$ cat src/rtl/adpll_pkg.sv
// -----------------------------------------------------------------------------
// adpll_pkg
// Shared definitions for the ADPLL loop blocks (phase detector, PI filter,
// DCO).
//   ERR_W      : width of the sign-magnitude error magnitude
//   SIGN_POS   : ref leads fb, the DCO must speed up
//   SIGN_NEG   : fb leads ref, the DCO must slow down
//   pd_state_t : phase detector measurement FSM states
// -----------------------------------------------------------------------------
package adpll_pkg;

  localparam int ERR_W = 5;

  localparam logic SIGN_POS = 1'b0;
  localparam logic SIGN_NEG = 1'b1;

  typedef enum logic [1:0] {
    IDLE     = 2'd0,
    REF_LEAD = 2'd1,
    FB_LEAD  = 2'd2
  } pd_state_t;

endpackage

$ cat src/rtl/phase_detector_5bit_edge_sync.sv
// -----------------------------------------------------------------------------
// edge_sync
// Brings an asynchronous clock-like input into the clk domain through a
// SYNC_STAGES-deep flop chain, keeps one history flop behind the chain and
// produces a single-cycle pulse on every synchronised rising edge.
// Ports:
//   clk     : system clock
//   reset_n : asynchronous active-low reset (chain and history clear to 0)
//   din     : asynchronous input
//   rise    : one-cycle rising-edge pulse, clk domain
// -----------------------------------------------------------------------------
module edge_sync #(
  parameter int SYNC_STAGES = 2
) (
  input  logic clk,
  input  logic reset_n,
  input  logic din,
  output logic rise
);

  logic [SYNC_STAGES-1:0] sync_q;
  logic                   hist_q;

  // Everything resets to 0, so an input held high through reset shows up as
  // exactly one edge once reset is released.
  always_ff @(posedge clk or negedge reset_n) begin
    if (!reset_n) begin
      sync_q <= '0;
      hist_q <= 1'b0;
    end else begin
      sync_q <= {sync_q[SYNC_STAGES-2:0], din};
      hist_q <= sync_q[SYNC_STAGES-1];
    end
  end

  assign rise = sync_q[SYNC_STAGES-1] & ~hist_q;

endmodule

$ cat src/rtl/phase_detector_5bit.sv
// -----------------------------------------------------------------------------
// phase_detector_5bit
// Counter-based phase/frequency detector for the ADPLL front end. Measures
// the distance in clk cycles between synchronised rising edges of ref_in and
// fb_in and emits one sign-magnitude error impulse per edge pair. Outside the
// impulse cycle the error outputs are held at zero so the downstream PI
// filter integrates exactly once per measurement.
// Ports:
//   clk         : system clock, rising edge
//   reset_n     : asynchronous active-low reset
//   enable      : synchronous measurement enable
//   ref_in      : reference clock (asynchronous)
//   fb_in       : DCO feedback clock (asynchronous)
//   error       : error magnitude, nonzero only with error_valid
//   error_sign  : 0 = ref leads fb, 1 = fb leads ref
//   error_valid : one-cycle strobe per completed measurement
//   busy        : high while a measurement window is open
// -----------------------------------------------------------------------------
module phase_detector_5bit
  import adpll_pkg::*;
#(
  parameter int SYNC_STAGES = 2,
  parameter int MAX_COUNT   = 31
) (
  input  logic             clk,
  input  logic             reset_n,
  input  logic             enable,
  input  logic             ref_in,
  input  logic             fb_in,
  output logic [ERR_W-1:0] error,
  output logic             error_sign,
  output logic             error_valid,
  output logic             busy
);

  localparam logic [ERR_W-1:0] MAX_CNT = ERR_W'(MAX_COUNT);
  localparam logic [ERR_W-1:0] ONE_CNT = ERR_W'(1);

  // Counter step that sticks at MAX_CNT instead of wrapping.
  function automatic logic [ERR_W-1:0] sat_inc(input logic [ERR_W-1:0] v);
    if (v >= MAX_CNT) begin
      return MAX_CNT;
    end
    return v + ONE_CNT;
  endfunction

  // ---------------------------------------------------------------------------
  // Stage p0: synchronised edge pulses
  // ---------------------------------------------------------------------------
  logic ref_edge_p0;
  logic fb_edge_p0;

  edge_sync #(
    .SYNC_STAGES(SYNC_STAGES)
  ) u_ref_sync (
    .clk     (clk),
    .reset_n (reset_n),
    .din     (ref_in),
    .rise    (ref_edge_p0)
  );

  edge_sync #(
    .SYNC_STAGES(SYNC_STAGES)
  ) u_fb_sync (
    .clk     (clk),
    .reset_n (reset_n),
    .din     (fb_in),
    .rise    (fb_edge_p0)
  );

  pd_state_t        state_q;
  pd_state_t        state_d;
  logic [ERR_W-1:0] cnt_q;
  logic [ERR_W-1:0] cnt_d;

  logic             vld_p0;
  logic [ERR_W-1:0] mag_p0;
  logic             sign_p0;

  always_ff @(posedge clk or negedge reset_n) begin
    if (!reset_n) begin
      state_q <= IDLE;
      cnt_q   <= '0;
    end else begin
      state_q <= state_d;
      cnt_q   <= cnt_d;
    end
  end

  // The emission decided here is registered below, so error_valid appears
  // one cycle after the deciding edge pulse.
  always_comb begin
    state_d = state_q;
    cnt_d   = cnt_q;
    vld_p0  = 1'b0;
    mag_p0  = '0;
    sign_p0 = SIGN_POS;

    if (!enable) begin
      state_d = IDLE;
      cnt_d   = '0;
    end else begin
      unique case (state_q)
        IDLE: begin
          if (ref_edge_p0 && fb_edge_p0) begin
            // Coincident edges: zero phase error, no window opened.
            vld_p0  = 1'b1;
            mag_p0  = '0;
            sign_p0 = SIGN_POS;
          end else if (ref_edge_p0) begin
            state_d = REF_LEAD;
            cnt_d   = ONE_CNT;
          end else if (fb_edge_p0) begin
            state_d = FB_LEAD;
            cnt_d   = ONE_CNT;
          end
        end

        REF_LEAD: begin
          if (fb_edge_p0) begin
            // Window closes; a coincident new ref edge is dropped.
            vld_p0  = 1'b1;
            mag_p0  = cnt_q;
            sign_p0 = SIGN_POS;
            state_d = IDLE;
            cnt_d   = '0;
          end else if (ref_edge_p0) begin
            // Cycle slip: ref edged twice without fb, report full scale and
            // restart the window from this new ref edge.
            vld_p0  = 1'b1;
            mag_p0  = MAX_CNT;
            sign_p0 = SIGN_POS;
            cnt_d   = ONE_CNT;
          end else begin
            cnt_d = sat_inc(cnt_q);
          end
        end

        FB_LEAD: begin
          if (ref_edge_p0) begin
            vld_p0  = 1'b1;
            mag_p0  = cnt_q;
            sign_p0 = SIGN_NEG;
            state_d = IDLE;
            cnt_d   = '0;
          end else if (fb_edge_p0) begin
            vld_p0  = 1'b1;
            mag_p0  = MAX_CNT;
            sign_p0 = SIGN_NEG;
            cnt_d   = ONE_CNT;
          end else begin
            cnt_d = sat_inc(cnt_q);
          end
        end

        default: begin
          state_d = IDLE;
          cnt_d   = '0;
        end
      endcase
    end
  end

  // ---------------------------------------------------------------------------
  // Stage p1: output register
  // ---------------------------------------------------------------------------
  logic [ERR_W-1:0] err_p1;
  logic             sign_p1;
  logic             vld_p1;

  always_ff @(posedge clk or negedge reset_n) begin
    if (!reset_n) begin
      err_p1  <= '0;
      sign_p1 <= 1'b0;
      vld_p1  <= 1'b0;
    end else if (!enable) begin
      err_p1  <= '0;
      sign_p1 <= 1'b0;
      vld_p1  <= 1'b0;
    end else begin
      err_p1  <= vld_p0 ? mag_p0  : '0;
      sign_p1 <= vld_p0 ? sign_p0 : 1'b0;
      vld_p1  <= vld_p0;
    end
  end

  assign error       = err_p1;
  assign error_sign  = sign_p1;
  assign error_valid = vld_p1;
  assign busy        = (state_q == REF_LEAD) || (state_q == FB_LEAD);

endmodule

$ cat config.mk
export PLATFORM = sky130hd
export DESIGN_NAME = phase_detector_5bit
export DESIGN_NICKNAME = d
export VERILOG_FILES = /design/src/rtl/adpll_pkg.sv /design/src/rtl/phase_detector_5bit_edge_sync.sv /design/src/rtl/phase_detector_5bit.sv
export SDC_FILE = /design/constraint.sdc
export NUM_CORES = 1
export LEC_CHECK = 0
export CAP_MARGIN = 10
export CORE_MARGIN = 2
export CORE_UTILIZATION = 54
export DETAILED_ROUTE_END_ITERATION = 12
export HOLD_SLACK_MARGIN = 0.02
export PLACE_DENSITY = 0.81
export SYNTH_ARGS = -nofsm -noshare
export SYNTH_HDL_FRONTEND = slang
export SYNTH_HIERARCHICAL = 1
export SYNTH_SLANG_ARGS = --single-unit
$ cat constraint.sdc
create_clock -name clk -period 2.3 [get_ports clk]
set_clock_uncertainty 0.2 [all_clocks]
set_input_delay 0.345 -clock clk [delete_from_list [all_inputs] [get_ports clk]]
set_output_delay 0.345 -clock clk [all_outputs]
set_load 0.005 [all_outputs]
==> metrics.txt <==
H-tree depth 1; Distinct cells, synth 30; RR Startpoint cnt_q[0]; Synth Register Bits 20; minimum clock period 2.21 ns; Final Net Count 145; hold crit path type in -> async; most common cell after layout, fill and taps aside nand2_1; Mean Syn Cell Area 9.29 µm²; post-route ant nets 0; fmax ~0.45 GHz; Finished Core Util 0.667; Max VDD drop 0.389 mV; # clock sinks 20; mapped cell area 1090 µm²; Global Route Usage Sum 0.187; port bufs 12; share of layout cells above drive strength 1 0.105; Std-Cell Rows 16; CP max FO 4; Max Cap Viol 0; via count between 800 and 900; Register Area 500 µm²; Pwr per Cell Area between 600 and 700 nW/µm²; Synth Warn # 6; first-pass detailed-route iteration total 5; Setup violations, final 0; ANT cells 0; largest net degree at the start of global routing 21; fin crit share 0.959; status finished clean; startpoint class of the critical path flip-flop; first-pass GRT wire length 3.55 mm; hold buffers post-CTS 0; CTS Buf Count 3; Routed WL approximately 2.1 mm; vias in the first global route 820; Pleak 0.606 nW; footprint of the multi-input gates roughly 550 µm²; initial core utilization 0.566; most frequent cells in the layout 32 x nand2_1, 20 x dfrtp_1, 12 x clkdlybuf4s50_1; full die area roughly 2400 µm²; GRT overflow 0; Worst EP arrival 1.66 ns; clock buffer depth 2; Cells after Synth 117; DRC Markers 0; max-slew violations 0; Final TNS setup 0 ns; P&R area growth vs syn 17.8%; fillcell total 161; CP Capture Type output pin; TritonCTS clock tree yes; CTS root buf clkbuf_4; I/O Pins 13; worst path required time 1.75 ns; DPL Wire Length 1.57 mm; Crit Path Class reg -> out; Rel. slew slack 0.724; DR vias/cell 5.56; final hold viol count 0; clock latency on the worst-skew pair 0.30 ns; initial antenna violation count 0; worst r2r path cells 6; Slew @ Worst Pin 0.413 ns; post-DR wirelength/cell 13.0 µm; DIE HEIGHT 48.9 µm; Clock Pin Slew Worst Setup and Hold Paths roughly 0.12 ns; reg2reg setup slack 0.36 ns; Synth Net Count 128; Initial DRC Count a little over 40; RR Endpoint cnt_q[2]; core area 1920 µm²; sequential share of the synthesized area 0.460; Die Wd between 40 and 50 µm; GP Congestion 0.802
-- metal layers --
metal  vias up  routed length (µm)  part of all wire  track usage
met5         -                   0                 0            0
met1       423                 903              0.43        0.244
met3         0                 109             0.052       0.0276
met4         0                   0                 0       0.0429
li1        428                   -                 -            -
met2        38                1070              0.51        0.326
-- cells by family after synthesis --
kind of cell	Yosys count	share of synthesized area
and+or+nand+nor	62	0.283
DFF	20	0.460
AOI/OAI and AO/OA	19	0.123
buffers and inverters	7	0.0311
adders and majority gates	6	0.0690
muxes	2	0.0184
xor gates and xnor gates	1	0.0150
-- timing repair --
action                     in CTS  in global routing
setup endpoints to repair       0                  1
resized for setup               0                  0
buffers inserted                0                  2
-- through the flow --
step	setup WS, ns	instances	cell area (µm²)	total power [mW]	hold slack (ns)
floorplan	0.490	117	1090	0.552	-0.151
global placement	0.416	154	1230	0.611	0.132
detailed placement	0.365	154	1230	0.619	0.138
CTS	0.0882	158	1270	0.816	0.171
global route	-0.00850	160	1280	0.882	0.180
finish	0.0945	160	1280	0.832	0.167
-- sequential cells by signal, summed over array words and instances (netlist names) --
name and flops:
error_sign 1, error 5, u_ref_sync/hist_q 1, state_q 2
error_valid 1, u_fb_sync/sync_q 2, u_ref_sync/sync_q 2, u_fb_sync/hist_q 1
cnt_q 5
-- critical path: stages (launching register included) --
cell,delay (ns)
dfrtp_1,0.43
inv_1,0.08
ha_1,0.33
clkdlybuf4s50_1,0.51
-- final cells by class --
cell class              count  share of cell area
clock buffers               4              0.0283
inverters                   4              0.0117
well taps                  27              0.0264
multi-input cells          90               0.432
flip-flops and latches     20               0.391
repair buffers             15               0.111
-- report_power, final --
group	internal (mW)	switching (mW)
combinational	0.109	0.129
clock	0.0963	0.105
sequential	0.372	0.0206
total	0.577	0.255
-- Yosys cell counts, drive strengths merged --
master   number  area, µm²
nand2        32        120
dfrtp        20        500
nor2         11       41.3
a22oi         6       45.0
ha            6       75.1
a21oi         4       20.0
inv           4       15.0
nor2b         4       40.0
and3          3       18.8
buf           3       18.8
nor3          3       15.0
o21ai         3       15.0
mux2i         2       20.0
nand2b        2       12.5
or2           2       12.5
a211o         1       8.76
a2bb2oi       1       8.76
a31oi         1       6.26
and2          1       6.26
nand3         1       5.00
nand3b        1       7.51
nor4          1       21.3
o22ai         1       6.26
o31ai         1       7.51
o41ai         1       16.3
or2b          1       7.51
xor2          1       16.3
-- worst max path at each step --
stage / from / to / slack [ns] / cells past startpoint
final: state_q[1] / busy / 0.09 / 3
after global routing: state_q[1] / busy / -0.008 / 3
after CTS: state_q[1] / busy / 0.09 / 3
after detailed placement: cnt_q[0] / cnt_q[2] / 0.36 / 6
after global placement: cnt_q[0] / cnt_q[2] / 0.42 / 6
after floorplan: cnt_q[0] / cnt_q[2] / 0.49 / 6
(Power assumes the default switching activity.)
==> edit, RTL diff (same flow settings) <==
Make the reset (`reset_n`) synchronous in 3 clocked blocks. Comments in the files are not updated.
--- a/src/rtl/phase_detector_5bit_edge_sync.sv
+++ b/src/rtl/phase_detector_5bit_edge_sync.sv
@@ -23,7 +23,7 @@
 
   // Everything resets to 0, so an input held high through reset shows up as
   // exactly one edge once reset is released.
-  always_ff @(posedge clk or negedge reset_n) begin
+  always_ff @(posedge clk) begin
     if (!reset_n) begin
       sync_q <= '0;
       hist_q <= 1'b0;
--- a/src/rtl/phase_detector_5bit.sv
+++ b/src/rtl/phase_detector_5bit.sv
@@ -77,7 +77,7 @@
   logic [ERR_W-1:0] mag_p0;
   logic             sign_p0;
 
-  always_ff @(posedge clk or negedge reset_n) begin
+  always_ff @(posedge clk) begin
     if (!reset_n) begin
       state_q <= IDLE;
       cnt_q   <= '0;
@@ -168,7 +168,7 @@
   logic             sign_p1;
   logic             vld_p1;
 
-  always_ff @(posedge clk or negedge reset_n) begin
+  always_ff @(posedge clk) begin
     if (!reset_n) begin
       err_p1  <= '0;
       sign_p1 <= 1'b0;
Function: differs if reset_n is asserted again (counterexample within 4 cycles, from zero or initial values and one cycle with reset_n low); with reset_n held inactive, the same outputs for 10 cycles.
==> edit against the unedited design <==
Sequential cell count is the same. Count of clock-buffer cells in the layout is the same. Highest routed layer is now met4. Cell count decreased by 8.8%. Non-clock buffer count decreased by 3. Design area fell by 12%. Synthesized cell count is 7.7% lower. Die area down 11%. Maximum frequency fell by 0.66%. Area after synthesis is 12% lower. Worst setup slack lost 0.015 ns. Routed wire length down 18%.
Power is not compared: it rests on default switching activity, and its combinational part moved more than twofold at a synthesized area within 25%.
==> edit: results (changes against the unedited design) <==
| Metric | Value |
|---|---|
| Status | finished, final reports clean (unchanged) |
| Pre-antenna DRT Iters | 4 (was 5) |
| Pre-CTS WS | 0.3934 ns (was 0.3649 ns) |
| Via count | 797 (was 889) |
| Num sequential | 20 (unchanged) |
| Crit-path max cell delay | 0.55 ns (was 0.51 ns) |
| Metal2 WL | 827 um (was 1068 um) |
| Vias in the first global route | 674 (was 820) |
| Max layer used | met4 (was met3) |
| Multi-In Gates | 77 (was 90) |
| XOR/XNOR Fraction of Synth Area | 0% (was 1.496%) |
| Post-synthesis cell count | 108 (was 117) |
| Non-clock buffer contribution to total cell area | 10.64% (was 11.13%) |
| Net Count, Synth | 119 (was 128) |
| Signal buffers | 12 (was 15) |
| FF-to-FF setup slack | 0.38 ns (was 0.36 ns) |
| Routed met1 length | 785 um (was 903 um) |
| HP Class | flop to flop (was input pin to async pin) |
| Non-clock inverters | 8 (was 4) |
| Multiplexer share of the synthesized area | 0% (was 1.841%) |
| Most frequent cells after synthesis | dfxtp_1, a21oi_1, nand2_1 (was nand2_1, dfrtp_1, nor2_1) |
| Final net count | 133 (was 145) |
| Ys async rst share | 0% (was 100.0%) |
| Placed cells | 142 (was 154) |
| Largest cells by area after synthesis | dfxtp_1, ha_1, a21oi_1, and2_1, nand2_1 (was dfrtp_1, nand2_1, ha_1, a22oi_1, nor2_1) |
| WL met3 | 60 um (was 109 um) |
| Share of the yosys chip area belonging to registers | 41.61% (was 46.03%) |
| Slew margin rel. | 78.64% (was 72.38%) |
| Layout area overhead | 17.29% (was 17.84%) |
| Total Wirelength | 1714 um (was 2081 um) |
| Compound-Gate Fraction of Synth Area | 15.34% (was 12.31%) |
| Fillers | 136 (was 161) |
| Gr usage total | 19.24% (was 18.66%) |
| Tcrit/Tclk final | 96.53% (was 95.89%) |
| Total power | 606.8 uW |
| Post-DP HPWL | 1265 um (was 1568 um) |
| Routability congestion estimate | 0.8249 (was 0.8023) |
| Layout cells sized above 1 | 9.917% (was 10.53%) |
| Post-synthesis cell area | 962.2 sq um (was 1087 sq um) |
| Post-synth cell types | 32 (was 30) |
==> edit: changes by cell type in the layout (fill, tap and decap cells not counted), moves of 3 or more <==
cell,unedited run,this run
nand2_1,32,11
dfrtp_1,20,0
dfxtp_1,0,20
a21oi_1,4,12
a22oi_1,6,0
and2_1,1,7
nor2_1,11,6
inv_1,4,8
nand4_1,0,4
buf_4,3,0
==> edit: path summary, 6_finish.rpt <==
path,from,to,cells after the start
min reg2reg,u_ref_sync/sync_q[0],u_ref_sync/sync_q[1],1
max,state_q[0],busy,3
max reg2reg,cnt_q[0],cnt_q[0],6
min,u_ref_sync/sync_q[0],u_ref_sync/sync_q[1],1
==> edit: cells by family after synthesis <==
| family | Yosys count |
|---|---|
| AO/OA/AOI/OAI | 23 |
| adder cells (fa/ha/maj) | 6 |
| AND/OR/NAND/NOR | 48 |
| buffers and inverters | 11 |
| flip-flops | 20 |
==> edit: layer usage <==
metal	global-route usage, %	up-vias
met5	0	-
met3	3.529	4
met1	26.14	369
met2	27.50	21
li1	-	403
met4	12.57	0
